[src/rtl/writeback_queue.sv]
// In-order writeback FIFO feeding the register file write port; retires one write per clock.
// Optional pending-value forwarding to decode is built only when WB_FORWARD_EN is defined.
module writeback_queue #(
  parameter int DEPTH      = 4,
  parameter int ADDR_WIDTH = 5,
  parameter int DATA_WIDTH = 32
) (
  input  logic                  clk,
  input  logic                  reset,
  input  logic                  mem_valid,
  input  logic [ADDR_WIDTH-1:0] mem_reg,
  input  logic [DATA_WIDTH-1:0] mem_data,
  input  logic                  alu_valid,
  input  logic [ADDR_WIDTH-1:0] alu_reg,
  input  logic [DATA_WIDTH-1:0] alu_data,
  output logic                  stall,
  output logic                  overflow,
  output logic [ADDR_WIDTH-1:0] write_reg,
  output logic [DATA_WIDTH-1:0] write_data,
  output logic                  RegWrite,
  input  logic [ADDR_WIDTH-1:0] fwd_reg1,
  output logic                  fwd_hit1,
  output logic [DATA_WIDTH-1:0] fwd_data1,
  input  logic [ADDR_WIDTH-1:0] fwd_reg2,
  output logic                  fwd_hit2,
  output logic [DATA_WIDTH-1:0] fwd_data2
);

  localparam int PW = $clog2(DEPTH);
  localparam int CW = PW + 1;
  localparam logic [CW-1:0] DEPTH_C = CW'(DEPTH);
  localparam logic [CW-1:0] ONE_C   = CW'(1);
  localparam logic [CW-1:0] TWO_C   = CW'(2);

  logic [ADDR_WIDTH-1:0] q_reg  [DEPTH];
  logic [DATA_WIDTH-1:0] q_data [DEPTH];
  logic [PW-1:0]         head, tail, alu_slot;
  logic [CW-1:0]         count, free;
  logic                  pop, mem_req, alu_req, mem_ok, alu_ok, drop;

  // The same-cycle pop is credited to free space so a full queue can still accept one entry.
  always_comb begin
    pop      = (count != '0);
    free     = DEPTH_C - count + CW'(pop);
    mem_req  = mem_valid && (mem_reg != '0);
    alu_req  = alu_valid && (alu_reg != '0);
    mem_ok   = mem_req && (free >= ONE_C);
    alu_ok   = alu_req && (free >= (mem_ok ? TWO_C : ONE_C));
    drop     = (mem_req && !mem_ok) || (alu_req && !alu_ok);
    alu_slot = mem_ok ? tail + PW'(1) : tail;
  end

  assign stall = (count > (DEPTH_C - TWO_C));

  always_ff @(posedge clk) begin
    if (!reset) begin
      if (mem_ok) begin
        q_reg[tail]  <= mem_reg;
        q_data[tail] <= mem_data;
      end
      if (alu_ok) begin
        q_reg[alu_slot]  <= alu_reg;
        q_data[alu_slot] <= alu_data;
      end
    end
  end

  always_ff @(posedge clk) begin
    if (reset) begin
      head       <= '0;
      tail       <= '0;
      count      <= '0;
      overflow   <= 1'b0;
      RegWrite   <= 1'b0;
      write_reg  <= '0;
      write_data <= '0;
    end else begin
      head     <= head + PW'(pop);
      tail     <= tail + PW'(mem_ok) + PW'(alu_ok);
      count    <= count + CW'(mem_ok) + CW'(alu_ok) - CW'(pop);
      RegWrite <= pop;
      if (drop)
        overflow <= 1'b1;
      if (pop) begin
        write_reg  <= q_reg[head];
        write_data <= q_data[head];
      end
    end
  end

`ifdef WB_FORWARD_EN
  // Scan oldest to youngest so the youngest match overrides; the output register is oldest of all.
  function automatic logic [DATA_WIDTH:0] lookup(input logic [ADDR_WIDTH-1:0] r);
    logic [DATA_WIDTH:0] res;
    logic [PW-1:0]       idx;
    res = '0;
    if (RegWrite && (write_reg == r))
      res = {1'b1, write_data};
    for (int i = 0; i < DEPTH; i++) begin
      idx = head + PW'(i);
      if ((CW'(i) < count) && (q_reg[idx] == r))
        res = {1'b1, q_data[idx]};
    end
    if (r == '0)
      res = '0;
    return res;
  endfunction

  always_comb {fwd_hit1, fwd_data1} = lookup(fwd_reg1);
  always_comb {fwd_hit2, fwd_data2} = lookup(fwd_reg2);
`else
  logic unused_fwd;
  assign unused_fwd = ^{fwd_reg1, fwd_reg2};
  assign fwd_hit1   = 1'b0;
  assign fwd_data1  = '0;
  assign fwd_hit2   = 1'b0;
  assign fwd_data2  = '0;
`endif

endmodule

[config.mk]
export PLATFORM = sky130hd
export DESIGN_NAME = writeback_queue
export DESIGN_NICKNAME = d
export VERILOG_FILES = /design/src/rtl/writeback_queue.sv
export SDC_FILE = /design/constraint.sdc
export NUM_CORES = 1
export LEC_CHECK = 0
export BUFFER_PORTS_ARGS = -buffer_cell sky130_fd_sc_hd__clkbuf_2
export CORE_ASPECT_RATIO = 0.8
export CORE_MARGIN = 2
export CORE_UTILIZATION = 52
export CTS_BUF_LIST = sky130_fd_sc_hd__clkbuf_2
export CTS_CLUSTER_DIAMETER = 120
export DETAILED_ROUTE_END_ITERATION = 7
export PLACE_DENSITY = 0.78
export SLEW_MARGIN = 15
export SYNTH_ARGS = -nofsm -noshare
export SYNTH_HDL_FRONTEND = slang
export SYNTH_SLANG_ARGS = --single-unit
[constraint.sdc]
create_clock -name clk -period 4.1 [get_ports clk]
set_input_delay 0.615 -clock clk [delete_from_list [all_inputs] [get_ports clk]]
set_output_delay 0.615 -clock clk [all_outputs]
set_load 0.05 [all_outputs]
==> results of run 1 <==
## cell usage after synthesis, drive strengths merged, types with 3 or more instances
cell type,count
inv,10
nand2,78
edfxtp,148
nor2b,3
a21oi,37
nor3,5
fa,3
nor2,11
buf,90
dfxtp,46
mux4,37
ha,9
a21o,4
clkbuf,13
xor2,3
nor3b,3
mux2,148
## report_power, final
part           internal [uW]  switching, uW  total (uW)  leakage [uW]
sequential              2700            361        3060       0.00173
clock                    221            649         871      0.000120
combinational           1170           1900        3070       0.00221
## worst max path at each step
stage                    endpoint  slack (ps)  depth (start not counted)  startpoint
floorplan            q_data[2][0]         100                         12  mem_reg[4]
global placement     q_data[0][4]         250                         12  mem_reg[4]
detailed placement   q_data[0][4]         220                         12  mem_reg[4]
CTS                 q_data[0][11]         500                         12    count[1]
global route        q_data[0][11]         240                         12    count[1]
finish              q_data[0][11]         500                         12    count[1]
## layout make-up
type	count	share of cell area
Timing Repair Buffer	136	0.0763
Tap cell	253	0.0296
Multi-Input combinational cell	422	0.369
Clock buffer	19	0.00890
Inverter	10	0.00351
Clock inverter	13	0.0105
Sequential cell	194	0.502
## through the flow
| stage | total power (uW) | setup slack [ps] | std cells |
|---|---|---|---|
| after floorplan | 5410 | 96.2 | 729 |
| after global placement | 6160 | 246 | 1015 |
| after detailed placement | 6210 | 221 | 1015 |
| after CTS | 7050 | 496 | 1047 |
| after global routing | 7360 | 236 | 1047 |
| final | 7000 | 504 | 1047 |
## logic make-up after synthesis
kind of cell | count (synthesis)
AO/OA/AOI/OAI | 46
XOR/XNOR | 5
adder cells (fa/ha/maj) | 12
buffers and inverters | 113
flip-flops | 194
multiplexers | 186
other | 2
AND/OR/NAND/NOR | 106
## critical path: stages (launching register included)
cell	delay, ps
dfxtp_1	440
inv_1	120
ha_1	260
o31a_1	350
o21bai_4	240
ha_1	160
nand2b_1	90
a211o_1	130
nand3_1	160
nor2_1	130
and3_4	410
buf_4	490
mux2_2	390
## per-layer routing
metal / GRT usage / vias up / wire, um
met2: 0.345 / 192 / 9750
met1: 0.271 / 2739 / 8760
li1: - / 2548 / -
met4: 0.0492 / 0 / 143
met3: 0.0506 / 14 / 1360
met5: 0 / - / 0
==> results.toml, run 1 <==
[sta]
setup_tns_ps = 0
slew_headroom = 0.227
worst_pin_slew_ps = 1160
slew_violations = 0
fmax_mhz = 278
hold_viol = 0
holdWs_ps = 154
rsz0062_at_grt = "no"
period_share = 0.877
setup-violations-final = 0
min_period_ps = 3600
finClkSkew_ps = 46.9

[critical_path]
critPathLaunchType = "register"
path_class = "reg2reg"
rr_worst_depth = 12
worst-path-max-fanout = 25
cp-end-kind = "register"
reg2reg_to = "q_data[0][11]"
arrival_ps = 4130
worstPathRequired_ps = 4630
r2r_slack_ps = 500
r2r-start = "count[1]"

[drt]
via_per_inst = 5.25
ant_nets = 0
num_vias = 5493
first_iter_violations = 284
drc = 0
wl_per_cell_um = 19.1
drt_first_pass_iters = 4
drt_wl_total_um = 20000

[clocking]
cts_buffers = 17
clk_path_buf_depth = 2
cts-root-buf = "clkbuf_2"
ctsHoldBuffers = 0
insertion_delay_ps = 780
htree_levels = 4
cts_sinks = 194
cts_resized = 0
cts_setup_buffers = 0
cts_tree = "built"
path_clk_slew_ps = 280

[layout]
syn_to_final_growth_pct = 8.98
antenna_cells = 0
final_common_cell = "edfxtp_1"
regArea_sq_mm = 0.00537
n_fill_cell = 1440
final_cell_mix = "148 x edfxtp_1, 136 x clkbuf_2, 78 x nand2_1, 73 x mux2_2, 67 x conb_1"
multi_input_area_sq_mm = 0.00394
fin_area_sq_mm = 0.0107
final_util = 0.583
fin_nets = 881
largest_reg_flops = 128
drive_gt1_frac = 0.438

[global_routing]
grt_max_degree = 41
grt_pass1_wl_um = 30200
grt_pass1_vias = 5444
track_usage = 0.205
overflow = 0
antenna_found_initial = 1

[die]
start_util = 0.535
coreArea_sq_mm = 0.0183
dieArea_sq_mm = 0.0200
ios = 194
die_y_um = 127
die_w_um = 158
rows = 44

[yosys]
netlist_instances = 664
synthFlopType = "edfxtp_1"
synth_enable_flop_cells = 148
synth_area_leaders = "edfxtp_1 45%, dfxtp_1 9.4%, mux2_4 8.6%, mux4_2 8.5%, mux2_2 8.4%"
synth_compound_gate_area_share = 0.0272
synth.distinct_cells = 38
syn_area_per_cell_sq_um = 14.8
async_reset_ff_frac = 0
yosysTopAreaCell = "edfxtp_1"
synth_seq_cells = 194
synth_area_sq_mm = 0.00981
synth_top_family_by_area = "multiplexers"
yosys.area_share.simple = 0.0466
ys_warn_count = 0
synth_xor_area_frac = 0.00447
synth.top_cell.area_share = 0.453
synthAdderAreaFrac = 0.0176
synthMuxAreaShare = 0.277
ys_seq_area_frac = 0.547

[power_and_ir_drop]
vdd_drop_max_mv = 0.374
power_leakage_uw = 0.00407
p_per_area_mw_per_mm2 = 655

[place]
postPlaceCellArea_sq_mm = 0.0105
portBuffers = 117
hpwl_um = 12600
place_congestion = 0.732

[hold_path]
holdPathStages = 2
min_to = "q_data[3][21]"
hp-start = "mem_data[21]"
min_path_type = "in2reg"

[run_status]
outcome = "completed"

[flow_run]
drv_cap = 0
No activity file was read; power rests on OpenSTA's default activity.
==> run 2: changes to the inputs <==
CORE_MARGIN = 4   (was 2)
CORE_UTILIZATION = 50   (was 52)
CTS_BUF_LIST = not set   (was sky130_fd_sc_hd__clkbuf_2)
PLACE_DENSITY = 0.75   (was 0.78)
RECOVER_POWER = 50   (was not set)
==> run 2 against run 1 <==
  * The run now ends with max-capacitance violations, max-slew violations left
  * Sequential share of layout area shrank 0.80 points
  * Clock-buffer cell count up 3
  * Core utilization fell by 1.6 points
  * Critical path type unchanged
  * Critical endpoint is now q_data[3][28]
  * Largest cell class unchanged
  * Largest power group is now sequential cells
  * Highest routed layer is now met5
==> results.toml, run 2 (synthesized netlist as in run 1, its figures left out) <==
[run_status]
outcome = "complete, but fails checks"
violations = "max-capacitance violations, max-slew violations"

[drt]
wl_met2_um = 9620
drt_first_pass_iters = 4
via_per_inst = 5.26
ant_nets = 0
drt_wl_total_um = 20500
wl_met1_um = 8960
num_vias = 5524
dr.max_layer_used = "met5"
drc = 0
wl_met3_um = 1620
first_iter_violations = 393
wl_per_cell_um = 19.5

[critical_path]
cp_slowest_cell = "nor3_1"
cp_num_buf_inv = 2
r2r_slack_ps = 420
cp-startpoint = "count[1]"
path_common_cell = "ha_1"
worstPathRequired_ps = 4270
rr_worst_depth = 12
crit_chain = "inv_1 > ha_1 > o31a_1 > o21bai_4 > ha_1 > nand2b_1 > a211o_1 > nand3_1 > or2_0 > nor3_1 > buf_4 > mux2_1"
cp-end-kind = "register"
r2r-start = "count[1]"
path_class = "reg2reg"
reg2reg_to = "q_data[3][28]"
worst-path-max-fanout = 13
crit_family = "simple AND/OR/NAND/NOR gates"
critPathLaunchType = "register"
max_stage_delay_ps = 440
arrival_ps = 3850

[clocking]
clk_path_buf_depth = 2
cts_sinks = 194
cts_resized = 0
cts_buffers = 17
insertion_delay_ps = 430
cts_tree = "built"
cts_setup_buffers = 0
ctsHoldBuffers = 0
cts-root-buf = "clkbuf_16"
path_clk_slew_ps = 70
htree_levels = 4

[layout]
drive_gt1_frac = 0.359
fin_nets = 880
fin_area_sq_mm = 0.0109
syn_to_final_growth_pct = 10.8
n_fill_cell = 1550
final_cell_mix = "148 x edfxtp_1, 79 x clkbuf_2, 78 x nand2_1, 73 x mux2_2, 67 x conb_1"
final_common_cell = "edfxtp_1"
largest_reg_flops = 128
antenna_cells = 0

[die]
start_util = 0.512
die_y_um = 133
dieArea_sq_mm = 0.0219
rows = 45
ios = 194
die_w_um = 165
coreArea_sq_mm = 0.0191

[global_routing]
grt_max_degree = 41
grt_pass1_wl_um = 31600
overflow = 0
antenna_found_initial = 1
track_usage = 0.190
grt_pass1_vias = 5615

[sta]
fmax_mhz = 272
min_period_ps = 3680
worst_pin_slew_ps = 2170
setup-violations-final = 0
slew_violations = 39
slew_headroom = -0.444
hold_viol = 0
setup_tns_ps = 0
rsz0062_at_grt = "no"
period_share = 0.898
finClkSkew_ps = 13.8

[power_and_ir_drop]
vdd_drop_max_mv = 0.418
p_per_area_mw_per_mm2 = 698
totalPowerFinal_uw = 7580
power_leakage_uw = 0.00399

[place]
hpwl_um = 12800
portBuffers = 117
place_congestion = 0.739
postPlaceCellArea_sq_mm = 0.0105

[hold_path]
min_to = "write_data[23]"
holdPathStages = 2
min_path_type = "reg2reg"
hp-start = "write_data[23]"

[flow_run]
drv_cap = 1
[run 2: stage by stage]
stage / hold WS (ps) / util / setup slack (ps) / std cells
4_1_cts: 455 / 0.576 / 461 / 1051
6_report: 452 / 0.567 / 417 / 1051
3_3_place_gp: 439 / 0.547 / 196 / 1019
5_1_grt: 472 / 0.567 / 156 / 1051
3_5_place_dp: 446 / 0.547 / 165 / 1019
2_1_floorplan: 551 / - / 96.2 / 729
[run 2: how the worst max path moves through the flow]
stage                     cells after the start       endpoint
after floorplan                              12   q_data[2][0]
after global placement                       13   q_data[1][3]
after detailed placement                     13   q_data[1][2]
after CTS                                    13    q_reg[1][0]
after global routing                         12    q_reg[2][4]
final                                        12  q_data[3][28]
[run 2: metal layers]
metal  GRT usage  up-vias
li1            -     2553
met1       0.255     2732
met2       0.301      215
met3      0.0572       22
met4      0.0540        2
met5           0        -
[run 2: final cells by class]
type,instances,area (sq um),area share
flip-flops and latches,194,5370,0.494
multi-input cells,422,3850,0.354
repair buffers,135,722,0.0665
clock buffers,22,484,0.0446
well taps,258,323,0.0297
inverters,10,37.5,0.00346
clock inverters,10,76.3,0.00703
[run 2: worst min-delay path, cell delays in order, from the launching register on]
cell and delay, ps:
dfxtp_1 310, nand2_1 50, a21oi_1 50
[run 2: power by group]
group	internal (uW)	switching [uW]
sequential	2710	366
clock	845	727
combinational	1070	1860
==> run 3: changes to the inputs <==
CORE_UTILIZATION = 48   (was 50)
PLACE_DENSITY = 0.73   (was 0.75)
==> run 3 against run 2 <==
  * The flow still finishes with violations (max-capacitance violations, max-slew violations)
  * Largest power group unchanged
  * Clock power hardly changed
  * Critical endpoint is now q_reg[1][4]
  * Combinational power is 3% higher
  * Core utilization down 1.9 points
  * Total power rose by 0.94%
==> results.toml, run 3 (synthesized netlist as in run 1, its figures left out) <==
[clocking]
path_clk_slew_ps = 70
htree_levels = 4
cts-root-buf = "clkbuf_16"
cts_buffers = 17
cts_tree = "built"
clk_path_buf_depth = 2
cts_setup_buffers = 0
insertion_delay_ps = 440
ctsHoldBuffers = 0
cts_resized = 0
cts_sinks = 194

[sta]
hold_viol = 0
finClkSkew_ps = 11.2
holdWs_ps = 449
min_period_ps = 3690
period_share = 0.899
setup_ws_ps = 414
slew_headroom = -0.454
setup-violations-final = 0
worst_pin_slew_ps = 2180
setup_tns_ps = 0
fmax_mhz = 271
rsz0062_at_grt = "no"
slew_violations = 39

[critical_path]
cp-end-kind = "register"
path_class = "reg2reg"
critPathLaunchType = "register"
worstPathRequired_ps = 4160
arrival_ps = 3750
worst-path-max-fanout = 20

[drt]
num_vias = 5537
first_iter_violations = 303
drt_wl_total_um = 21000
drc = 0
wl_per_cell_um = 19.8
via_per_inst = 5.23
ant_nets = 0
drt_first_pass_iters = 5

[global_routing]
track_usage = 0.186
busiest_layer = "met2"
grt_pass1_wl_um = 32400
grt_use_met2 = 0.310
antenna_found_initial = 2
grt_util_met1 = 0.244
gr-usage-met3 = 0.0538
overflow = 0
grt_pass1_vias = 5750
grt_max_degree = 41

[place]
place_congestion = 0.725
portBuffers = 117
postPlaceCellArea_sq_mm = 0.0105
hpwl_um = 13300
dp_slack_ps = 166

[layout]
syn_to_final_growth_pct = 11.8
fin_nets = 882
final_cell_mix = "148 x edfxtp_1, 78 x nand2_1, 77 x clkbuf_2, 73 x mux2_2, 67 x conb_1"
fin_area_sq_mm = 0.0110
drive_gt1_frac = 0.369
antenna_cells = 0
final_common_cell = "edfxtp_1"
largest_reg_flops = 128

[die]
die_w_um = 168
dieArea_sq_mm = 0.0228
die_y_um = 136
rows = 46
coreArea_sq_mm = 0.0200
start_util = 0.491
ios = 194

[power_and_ir_drop]
p_switching_uw = 3040
power_leakage_uw = 0.00405
pwr-share-clk = 0.207
vdd_drop_max_mv = 0.407
p_comb_frac = 0.393
p_per_area_mw_per_mm2 = 698
p_int_uw = 4610
switching_share = 0.398
p_seq_frac = 0.401

[run_status]
violations = "max-capacitance violations, max-slew violations"
outcome = "complete, but fails checks"

[flow_run]
drv_cap = 1

[hold_path]
min_path_type = "reg2reg"
[run 3: cell types whose count changed in the layout (fill, tap and decap cells not counted), sizes merged]
| cell | previous run | this run |
|---|---|---|
| clkbuf | 143 | 136 |
| buf | 14 | 19 |
| inv | 11 | 16 |
| clkinvlp | 6 | 2 |
| clkinv | 3 | 6 |
[run 3: worst paths after layout]
check	cells after the start	end	slack, ps	from
worst min register to register	2	write_reg[1]	450	write_reg[1]
worst min-delay path	2	write_reg[1]	450	write_reg[1]
worst max register to register	12	q_reg[1][4]	410	count[1]
worst max-delay path	12	q_reg[1][4]	410	count[1]
[run 3: power by group through the flow]
stage	combinational (uW)	clock [uW]	sequential [uW]
6_report	3010	1580	3060
3_5_place_dp	3120	0	3130
2_1_floorplan	1910	0	3500
5_1_grt	3240	1690	3140
4_1_cts	3130	1620	3090
3_3_place_gp	3080	0	3100
[run 3: stage by stage]
step	power, uW	std cells	utilization
after floorplan	5410	729	-
after global placement	6190	1027	0.527
after detailed placement	6240	1027	0.527
after CTS	7840	1059	0.555
after global routing	8070	1059	0.549
final	7650	1059	0.549
[run 3: metal layers]
layer / vias up / wire length, um
met2: 163 / 10200
met3: 18 / 1300
met5: - / 20
met4: 4 / 204
li1: 2561 / -
met1: 2791 / 9280
[run 3: layout make-up]
class / instances / area (sq um)
multi-input cells: 422 / 3890
repair buffers: 137 / 779
fillers: 1690 / 9010
clock buffers: 18 / 429
flip-flops and latches: 194 / 5370
well taps: 264 / 330
clock inverters: 14 / 125
inverters: 10 / 37.5
[run 3: critical path: stages (launching register included)]
cell	delay, ps
dfxtp_1	360
inv_1	110
ha_1	250
o31a_1	330
o21bai_4	240
ha_1	160
nand2b_1	90
a211o_1	150
nand3_1	190
or2_0	400
nor3b_4	370
a21o_2	150
buf_2	510
